**src/rtl/pipelined_adder.sv**
```systemverilog
// Pipelined WIDTH-bit two's-complement adder, LANE bits of carry chain per stage, valid/ready on both sides.
// Define ADDER_SAT_EN to saturate the sum on signed overflow instead of wrapping.
module pipelined_adder #(
    parameter int WIDTH = 16,
    parameter int LANE  = 4
) (
    input  logic             clk,
    input  logic             rst_n,
    input  logic             in_valid,
    output logic             in_ready,
    input  logic [WIDTH-1:0] a,
    input  logic [WIDTH-1:0] b,
    input  logic             cin,
    output logic             out_valid,
    input  logic             out_ready,
    output logic [WIDTH-1:0] sum,
    output logic             cout,
    output logic             ovf
);
    localparam int STAGES = WIDTH / LANE;

    if ((WIDTH % LANE) != 0 || STAGES < 1) begin : g_param_check
        $error("pipelined_adder: WIDTH must be a non-zero multiple of LANE");
    end

    logic             adv;
    logic [WIDTH-1:0] raw_sum;
    logic             sign_a;
    logic             sign_b;

    // The whole pipe moves in lockstep; bubbles are never squeezed out.
    assign out_valid = g_stage[STAGES-1].valid_q;
    assign adv       = out_ready | ~out_valid;
    assign in_ready  = adv;

    for (genvar gi = 0; gi < STAGES; gi++) begin : g_stage
        localparam int LO  = gi * LANE;
        localparam int REM = WIDTH - LO - LANE;

        logic                valid_in;
        logic                carry_in;
        logic [WIDTH-LO-1:0] ops_a;
        logic [WIDTH-LO-1:0] ops_b;
        logic [LANE:0]       lane_sum;
        logic [LO+LANE-1:0]  sum_d;
        logic                valid_q;
        logic                carry_q;
        logic [LO+LANE-1:0]  sum_q;

        // ops_a/ops_b hold only the operand bits from this lane upwards.
        if (gi == 0) begin : g_first
            assign valid_in = in_valid;
            assign carry_in = cin;
            assign ops_a    = a;
            assign ops_b    = b;
            assign sum_d    = lane_sum[LANE-1:0];
        end else begin : g_next
            assign valid_in = g_stage[gi-1].valid_q;
            assign carry_in = g_stage[gi-1].carry_q;
            assign ops_a    = g_stage[gi-1].g_fwd.a_q;
            assign ops_b    = g_stage[gi-1].g_fwd.b_q;
            assign sum_d    = {lane_sum[LANE-1:0], g_stage[gi-1].sum_q};
        end

        assign lane_sum = (LANE+1)'(ops_a[LANE-1:0]) + (LANE+1)'(ops_b[LANE-1:0])
                        + (LANE+1)'(carry_in);

        always_ff @(posedge clk or negedge rst_n) begin
            if (!rst_n) begin
                valid_q <= 1'b0;
                carry_q <= 1'b0;
                sum_q   <= '0;
            end else if (adv) begin
                valid_q <= valid_in;
                carry_q <= lane_sum[LANE];
                sum_q   <= sum_d;
            end
        end

        if (REM > 0) begin : g_fwd
            logic [REM-1:0] a_q;
            logic [REM-1:0] b_q;

            always_ff @(posedge clk or negedge rst_n) begin
                if (!rst_n) begin
                    a_q <= '0;
                    b_q <= '0;
                end else if (adv) begin
                    a_q <= ops_a[WIDTH-LO-1:LANE];
                    b_q <= ops_b[WIDTH-LO-1:LANE];
                end
            end
        end else begin : g_last
            // Only the operand sign bits survive into the output stage, for overflow.
            logic sign_a_q;
            logic sign_b_q;

            always_ff @(posedge clk or negedge rst_n) begin
                if (!rst_n) begin
                    sign_a_q <= 1'b0;
                    sign_b_q <= 1'b0;
                end else if (adv) begin
                    sign_a_q <= ops_a[LANE-1];
                    sign_b_q <= ops_b[LANE-1];
                end
            end
        end
    end

    assign raw_sum = g_stage[STAGES-1].sum_q;
    assign sign_a  = g_stage[STAGES-1].g_last.sign_a_q;
    assign sign_b  = g_stage[STAGES-1].g_last.sign_b_q;
    assign cout    = g_stage[STAGES-1].carry_q;
    assign ovf     = (sign_a == sign_b) & (raw_sum[WIDTH-1] != sign_a);

`ifdef ADDER_SAT_EN
    assign sum = !ovf  ? raw_sum :
                 sign_a ? {1'b1, {(WIDTH-1){1'b0}}} :
                          {1'b0, {(WIDTH-1){1'b1}}};
`else
    assign sum = raw_sum;
`endif

endmodule

```
**config.mk**
```make
export PLATFORM = sky130hd
export DESIGN_NAME = pipelined_adder
export DESIGN_NICKNAME = d
export VERILOG_FILES = /design/src/rtl/pipelined_adder.sv
export SDC_FILE = /design/constraint.sdc
export NUM_CORES = 1
export LEC_CHECK = 0
export CAP_MARGIN = 20
export CORE_ASPECT_RATIO = 0.7
export CORE_UTILIZATION = 54
export DETAILED_ROUTE_END_ITERATION = 7
export GPL_TIMING_DRIVEN = 0
export PLACE_DENSITY = 0.77
export SYNTH_ARGS = -nofsm -noshare
export SYNTH_HDL_FRONTEND = slang
export SYNTH_SLANG_ARGS = --single-unit
```
**constraint.sdc**
```tcl
create_clock -name clk -period 2.5 [get_ports clk]
set_input_delay 0.375 -clock clk [delete_from_list [all_inputs] [get_ports clk]]
set_output_delay 0.375 -clock clk [all_outputs]
set_load 0.02 [all_outputs]
```
==> impl_metrics.py, run 1 <==
metrics = {
    "floorplanning": {
        "initial_core_util_pct": 56.6,
        "placeableCoreArea_um2": 7420,
        "die_width_um": 107,
        "floorplan.rows": 26,
        "floorplan.die_area_um2": 8140,
        "die_y_um": 75.8,
        "boundaryPins": 57,
    },
    "drt": {
        "detailedRoute.firstPassIterationCount": 4,
        "vias": 3070,
        "remaining_routing_drc_violations": 0,
        "vias_per_cell": 4.90,
        "route.final.wire_length_um": 8410,
        "antenna_violating_nets_post_route": 0,
        "drt-wirelength-per-cell_um": 13.4,
        "drtIter0Drc": 197,
    },
    "global_route": {
        "grt_max_degree": 61,
        "global_route_congestion_overflow_total": 0,
        "grt_first_pass_wirelength_um": 14000,
        "first_global_vias": 2886,
        "number_of_antenna_violations_at_the_first_check_in_global_routing": 0,
        "grt_use_total_pct": 23.2,
    },
    "power": {
        "clockPowerShare_pct": 16.7,
        "power.total_mw": 6.13,
        "share_seq_of_total_power_pct": 43.8,
        "power_switching_mw": 2.31,
        "power.ir.vdd_worst_mv": 0.670,
        "power.density_cell_area_nw_per_um2": 1200,
        "leakage_nw": 2.64,
        "power_frac_comb_pct": 39.5,
        "cell_int_power_mw": 3.82,
        "switching_share_pct": 37.7,
    },
    "critical_path": {
        "cp_data_required_time_ps": 2120,
        "critical_path.cell_chain": "clkdlybuf4s50_1 -> nor2b_2 -> inv_2 -> buf_2 -> clkdlybuf4s50_1",
        "worst_path_largest_cell_delay_ps": 650,
        "cp_top_family": "buffers and inverters",
        "worst_setup_path_endpoint": "in_ready",
        "critical_path.endpoint_type": "output port",
        "cp-start-kind": "primary input",
        "arrival_ps": 1870,
        "regToRegStartpoint": "g_stage[1].carry_q",
        "critical_path.reg2reg.endpoint": "g_stage[2].carry_q",
        "cpMostUsedCell": "sky130_fd_sc_hd__clkdlybuf4s50_1",
        "cp.depth": 5,
        "crit_path_top_delay_cell": "sky130_fd_sc_hd__clkdlybuf4s50_1",
        "cp-startpoint": "out_ready",
        "reg2reg_depth": 5,
        "rrSetupSlack_ps": 480,
        "critical_path_class": "in2out",
        "worstPathMaxFanout": 10,
        "critical_path_buffer_and_inverter_count": 4,
    },
    "timing": {
        "rsz0062_at_grt": "false",
        "worst_clock_skew_ps": 9.71,
        "postLayoutSetupSlackWorst_ps": 255,
        "tightest_slew_ps": 526,
        "min_period_over_period_pct": 89.8,
        "timing.hold.ws_ps": 471,
        "post-route-min-period_ps": 2250,
        "setup_viol_count_final": 0,
        "final_hold_viols": 0,
        "final_max_slew_viol_count": 0,
        "fin_setup_tns_ps": 0,
        "fmax_achieved_ghz": 0.445,
        "worst_slew_margin_rel_pct": 64.9,
    },
    "logic_synthesis": {
        "synth.ff_latch_count": 98,
        "synth_top_cells_by_area": "sky130_fd_sc_hd__dfrtp_1, sky130_fd_sc_hd__nand2_1, sky130_fd_sc_hd__fa_1",
        "yosysWarnings": 0,
        "netlist_area_um2": 4200,
        "synth-seq-area-share_pct": 58.4,
        "synth_fp_nets": 513,
        "synthesis.instances": 456,
        "syn_avg_cell_area_um2": 9.21,
        "post-synth-top-area-cell": "sky130_fd_sc_hd__dfrtp_1",
        "synthDominantCellAreaShare_pct": 58.4,
        "synth.distinct_cells": 23,
    },
    "clock_network": {
        "clock_tree.htree_level_count": 3,
        "numClockSinks": 98,
        "numCtsBuffers": 9,
        "cts.clk_slew.worst_paths_ps": 80,
        "tritoncts": "yes",
        "cts_max_path_buffers": 2,
        "clkLatencyLatePin_ps": 360,
        "post_cts_resize_count": 0,
        "cts_root_buf": "sky130_fd_sc_hd__clkbuf_8",
    },
    "finish": {
        "antenna_cells_inserted": 0,
        "post-route-cell-area_um2": 5120,
        "fin_cells": 627,
        "layout-drive-gt1-share_pct": 7.56,
        "finish.net_count": 582,
        "utilization_pct": 69.0,
        "flow.area_growth_from_synthesis_pct": 21.9,
    },
    "flow_run": {
        "timing.max_cap.violations": 0,
    },
    "placed_design": {
        "place_worst_setup_slack_ps": 267,
        "globalplace.congestion": 0.813,
        "port_buffers": 56,
        "place.detailed.hpwl_um": 6210,
        "dp_cells": 611,
        "postPlaceCellArea_um2": 4910,
    },
    "outcome": {
        "run_status": "finished, final reports clean",
    },
    "worst_hold_path": {
        "hold_path_startpoint": "g_stage[2].valid_q",
        "hold_path_class": "reg2reg",
    },
}
[final cells by class]
type,count,area (um2)
inverter,15,56.3
timing repair buffer,58,596
clock inverter,5,62.6
tap,98,123
buffer,21,135
fill,599,2300
clock buffer,10,138
multi-input combinational,322,1560
sequential,98,2450
[kinds of logic (layout without fill, tap and decap cells)]
group,count (synthesis),in the layout,share of synthesized area (%)
adder cells (fa/ha/maj),20,20,7.39
buffers and inverters,36,109,4.56
flip-flops,98,98,58.4
XOR/XNOR,4,4,0.834
AND/OR/NAND/NOR,259,259,23.6
AO/OA/AOI/OAI,39,39,5.24
[layout by cell type, fill, tap and decap left out, types with 2 or more instances in the layout]
cell type	instances
sky130_fd_sc_hd__nor2_1	11
sky130_fd_sc_hd__clkbuf_8	10
sky130_fd_sc_hd__a21o_1	4
sky130_fd_sc_hd__o21a_1	2
sky130_fd_sc_hd__xor2_1	3
sky130_fd_sc_hd__buf_4	11
sky130_fd_sc_hd__a21oi_1	11
sky130_fd_sc_hd__inv_1	14
sky130_fd_sc_hd__dfrtp_1	98
sky130_fd_sc_hd__o21ai_0	20
sky130_fd_sc_hd__clkinvlp_4	2
sky130_fd_sc_hd__ha_1	12
sky130_fd_sc_hd__fa_1	8
sky130_fd_sc_hd__clkdlybuf4s50_1	55
sky130_fd_sc_hd__buf_2	9
sky130_fd_sc_hd__nor2b_1	4
sky130_fd_sc_hd__nand2_1	241
[power groups by stage]
| stage | combinational, mW | clock [mW] | sequential, mW |
|---|---|---|---|
| 6_report | 2.42 | 1.03 | 2.69 |
| 3_3_place_gp | 2.29 | 0 | 2.69 |
| 2_1_floorplan | 1.43 | 0 | 2.78 |
| 3_5_place_dp | 2.42 | 0 | 2.71 |
| 5_1_grt | 2.75 | 1.11 | 2.75 |
| 4_1_cts | 2.44 | 1.05 | 2.68 |
[Yosys cell counts]
library cell / instances
sky130_fd_sc_hd__inv_2: 1
sky130_fd_sc_hd__buf_4: 10
sky130_fd_sc_hd__o31ai_2: 1
sky130_fd_sc_hd__ha_1: 12
sky130_fd_sc_hd__xnor2_1: 1
sky130_fd_sc_hd__o21ai_0: 20
sky130_fd_sc_hd__nor2b_1: 4
sky130_fd_sc_hd__a21o_1: 4
sky130_fd_sc_hd__buf_2: 9
sky130_fd_sc_hd__inv_1: 14
sky130_fd_sc_hd__a21oi_1: 11
sky130_fd_sc_hd__dfrtp_1: 98
sky130_fd_sc_hd__nor2_1: 11
sky130_fd_sc_hd__fa_1: 8
sky130_fd_sc_hd__clkbuf_1: 1
sky130_fd_sc_hd__buf_6: 1
sky130_fd_sc_hd__o21a_1: 2
sky130_fd_sc_hd__nand2_1: 241
sky130_fd_sc_hd__nor2b_2: 1
sky130_fd_sc_hd__nand2b_1: 1
sky130_fd_sc_hd__nor3_1: 1
sky130_fd_sc_hd__a211oi_1: 1
sky130_fd_sc_hd__xor2_1: 3
[worst register-to-register path: cells and delay by family (launching register included)]
kind,cells,cell delay (ps)
fa+ha+maj,2,910
flops,1,450
compound gates,3,550
[per-layer routing]
layer | GRT usage (%) | vias up | wire length (um)
li1 | - | 1537 | -
met5 | 0 | - | 0
met4 | 5.94 | 0 | 91
met2 | 36.6 | 62 | 3890
met3 | 4.96 | 13 | 287
met1 | 33.3 | 1458 | 4150
[flip-flops by register name, summed over array words and instances (netlist names)]
| name | cells |
|---|---|
| cout | 1 |
| g_stage.carry_q | 3 |
| g_stage.g_fwd.a_q | 24 |
| g_stage.g_fwd.b_q | 24 |
| g_stage.g_last.sign_a_q | 1 |
| g_stage.g_last.sign_b_q | 1 |
| g_stage.sum_q | 24 |
| g_stage.valid_q | 3 |
| out_valid | 1 |
| sum | 16 |
[how the worst min path moves through the flow]
stage                          endpoint  slack [ps]  depth (start not counted)
floorplan                          cout          80                          0
global placement     g_stage[2].valid_q         440                          2
CTS                           out_valid         470                          1
detailed placement  g_stage[2].sum_q[1]         380                          1
finish                        out_valid         470                          1
global route         g_stage[2].valid_q         490                          2
[timing repair]
action / 4_1_cts / 5_1_grt
hold endpoints to repair: 30 / 0
setup endpoints to repair: 0 / 0
buffers inserted: 0 / 0
hold buffers: 1 / 0
Note: power is estimated with default switching activity, not from simulation.
==> inputs of run 2 (changes only) <==
--- a/config.mk
+++ b/config.mk
@@ -10,6 +10,7 @@
 export CORE_UTILIZATION = 54
 export DETAILED_ROUTE_END_ITERATION = 7
 export GPL_TIMING_DRIVEN = 0
+export MAX_ROUTING_LAYER = met4
 export PLACE_DENSITY = 0.77
 export SYNTH_ARGS = -nofsm -noshare
 export SYNTH_HDL_FRONTEND = slang
==> impl_metrics.py, run 2 (synthesized netlist as in run 1, its figures left out) <==
metrics = {
    "placed_design": {
        "place_worst_setup_slack_ps": 267,
        "place.detailed.hpwl_um": 6210,
        "globalplace.congestion": 0.825,
        "postPlaceCellArea_um2": 4910,
        "port_buffers": 56,
    },
    "drt": {
        "route.final.wire_length_um": 8340,
        "drt-wirelength-per-cell_um": 13.3,
        "vias_per_cell": 4.90,
        "detailedRoute.firstPassIterationCount": 4,
        "vias": 3074,
        "drtIter0Drc": 177,
        "remaining_routing_drc_violations": 0,
        "antenna_violating_nets_post_route": 0,
    },
    "global_route": {
        "grt_use_total_pct": 23.9,
        "grt_first_pass_wirelength_um": 14000,
        "grt_max_degree": 61,
        "number_of_antenna_violations_at_the_first_check_in_global_routing": 0,
        "first_global_vias": 2875,
        "global_route_congestion_overflow_total": 0,
    },
    "finish": {
        "flow.area_growth_from_synthesis_pct": 21.9,
        "post-route-cell-area_um2": 5120,
        "mostFrequentLayoutCells": "sky130_fd_sc_hd__nand2_1, sky130_fd_sc_hd__dfrtp_1, sky130_fd_sc_hd__clkdlybuf4s50_1",
        "finish.net_count": 582,
        "layout-drive-gt1-share_pct": 7.56,
        "mostFrequentLayoutCell": "sky130_fd_sc_hd__nand2_1",
        "antenna_cells_inserted": 0,
        "biggestRegsByFlops": "g_stage.g_fwd.a_q (24), g_stage.g_fwd.b_q (24), g_stage.sum_q (24)",
    },
    "floorplanning": {
        "boundaryPins": 57,
        "floorplan.rows": 26,
        "placeableCoreArea_um2": 7420,
        "floorplan.die_area_um2": 8140,
        "initial_core_util_pct": 56.6,
        "die_y_um": 75.8,
        "die_width_um": 107,
    },
    "critical_path": {
        "rrSetupSlack_ps": 470,
        "crit_path_top_delay_cell": "sky130_fd_sc_hd__clkdlybuf4s50_1",
        "reg2reg_depth": 5,
        "cp_top_family": "buffers and inverters",
        "worst_setup_path_endpoint": "in_ready",
        "cpMostUsedCell": "sky130_fd_sc_hd__clkdlybuf4s50_1",
        "arrival_ps": 1850,
        "critical_path.endpoint_type": "output port",
        "worst_path_largest_cell_delay_ps": 650,
        "worstPathMaxFanout": 10,
        "critical_path_buffer_and_inverter_count": 4,
        "critical_path_class": "in2out",
        "cp-start-kind": "primary input",
        "cp_data_required_time_ps": 2120,
        "cp.depth": 5,
        "regToRegStartpoint": "g_stage[1].carry_q",
        "critical_path.cell_chain": "clkdlybuf4s50_1 -> nor2b_2 -> inv_2 -> buf_2 -> clkdlybuf4s50_1",
        "cp-startpoint": "out_ready",
        "critical_path.reg2reg.endpoint": "g_stage[2].carry_q",
    },
    "timing": {
        "rsz0062_at_grt": "false",
        "final_hold_viols": 0,
        "postLayoutSetupSlackWorst_ps": 270,
        "worst_clock_skew_ps": 11.1,
        "setup_viol_count_final": 0,
        "tightest_slew_ps": 521,
        "post-route-min-period_ps": 2230,
        "min_period_over_period_pct": 89.2,
        "worst_slew_margin_rel_pct": 65.3,
        "final_max_slew_viol_count": 0,
        "fmax_achieved_ghz": 0.448,
    },
    "power": {
        "clockPowerShare_pct": 16.8,
        "cell_int_power_mw": 3.82,
        "power.density_cell_area_nw_per_um2": 1200,
        "power_frac_comb_pct": 39.4,
        "share_seq_of_total_power_pct": 43.8,
        "power.total_mw": 6.13,
        "power_switching_mw": 2.31,
        "switching_share_pct": 37.6,
        "leakage_nw": 2.64,
        "power.ir.vdd_worst_mv": 0.670,
    },
    "clock_network": {
        "cts_max_path_buffers": 2,
        "tritoncts": "yes",
        "cts_root_buf": "sky130_fd_sc_hd__clkbuf_8",
        "numClockSinks": 98,
        "clock_tree.htree_level_count": 3,
        "cts.clk_slew.worst_paths_ps": 80,
        "numCtsBuffers": 9,
        "clkLatencyLatePin_ps": 360,
        "post_cts_buffers": 0,
    },
    "worst_hold_path": {
        "hold_path_class": "reg2reg",
    },
    "outcome": {
        "run_status": "finished, final reports clean",
    },
    "flow_run": {
        "timing.max_cap.violations": 0,
    },
}
-- run 2: cell counts in the layout (fill, tap and decap cells not counted) --
No cell type changed its count.
-- run 2: power groups by stage --
stage	clock [mW]	sequential [mW]	combinational, mW
3_3_place_gp	0	2.69	2.29
3_5_place_dp	0	2.71	2.42
6_report	1.03	2.69	2.41
4_1_cts	1.05	2.68	2.44
5_1_grt	1.11	2.75	2.75
2_1_floorplan	0	2.78	1.43
-- run 2: worst min path at each step --
stage / start / to / slack [ps] / depth (start not counted)
6_report: g_stage[2].valid_q / out_valid / 470 / 1
5_1_grt: g_stage[2].valid_q / g_stage[2].valid_q / 490 / 2
4_1_cts: g_stage[2].valid_q / out_valid / 470 / 1
3_5_place_dp: rst_n / g_stage[2].sum_q[1] / 380 / 1
3_3_place_gp: g_stage[2].valid_q / g_stage[2].valid_q / 440 / 2
2_1_floorplan: rst_n / cout / 80 / 0
-- run 2: through the flow --
step / instances / util, % / TNS [ps] / hold slack, ps
final: 627 / 69.0 / 0 / 471
after global routing: 627 / 69.0 / 0 / 493
after CTS: 627 / 69.0 / 0 / 470
after detailed placement: 611 / 66.2 / 0 / 379
after global placement: 610 / 65.8 / -239650 / 441
after floorplan: 456 / - / 0 / 79.4
-- run 2: cell type report --
cell class	count	area (um2)
fillers	599	2300
well taps	98	123
inverters	15	56.3
clock buffers	10	138
multi-input cells	322	1560
plain buffers	21	135
clock inverters	5	62.6
repair buffers	58	596
flip-flops and latches	98	2450
-- run 2: layer usage --
| metal | vias up | GRT usage, % | part of all wire (%) |
|---|---|---|---|
| met4 | 0 | 6.70 | 1.6 |
| met1 | 1462 | 33.0 | 49 |
| met3 | 13 | 5.22 | 4.3 |
| met5 | - | - | 0 |
| met2 | 63 | 36.3 | 45 |
| li1 | 1536 | - | - |
-- run 2: what timing repair did --
item                      CTS  global route
hold endpoints to repair   30             0
gates resized for setup     0             0
hold buffers                1             0
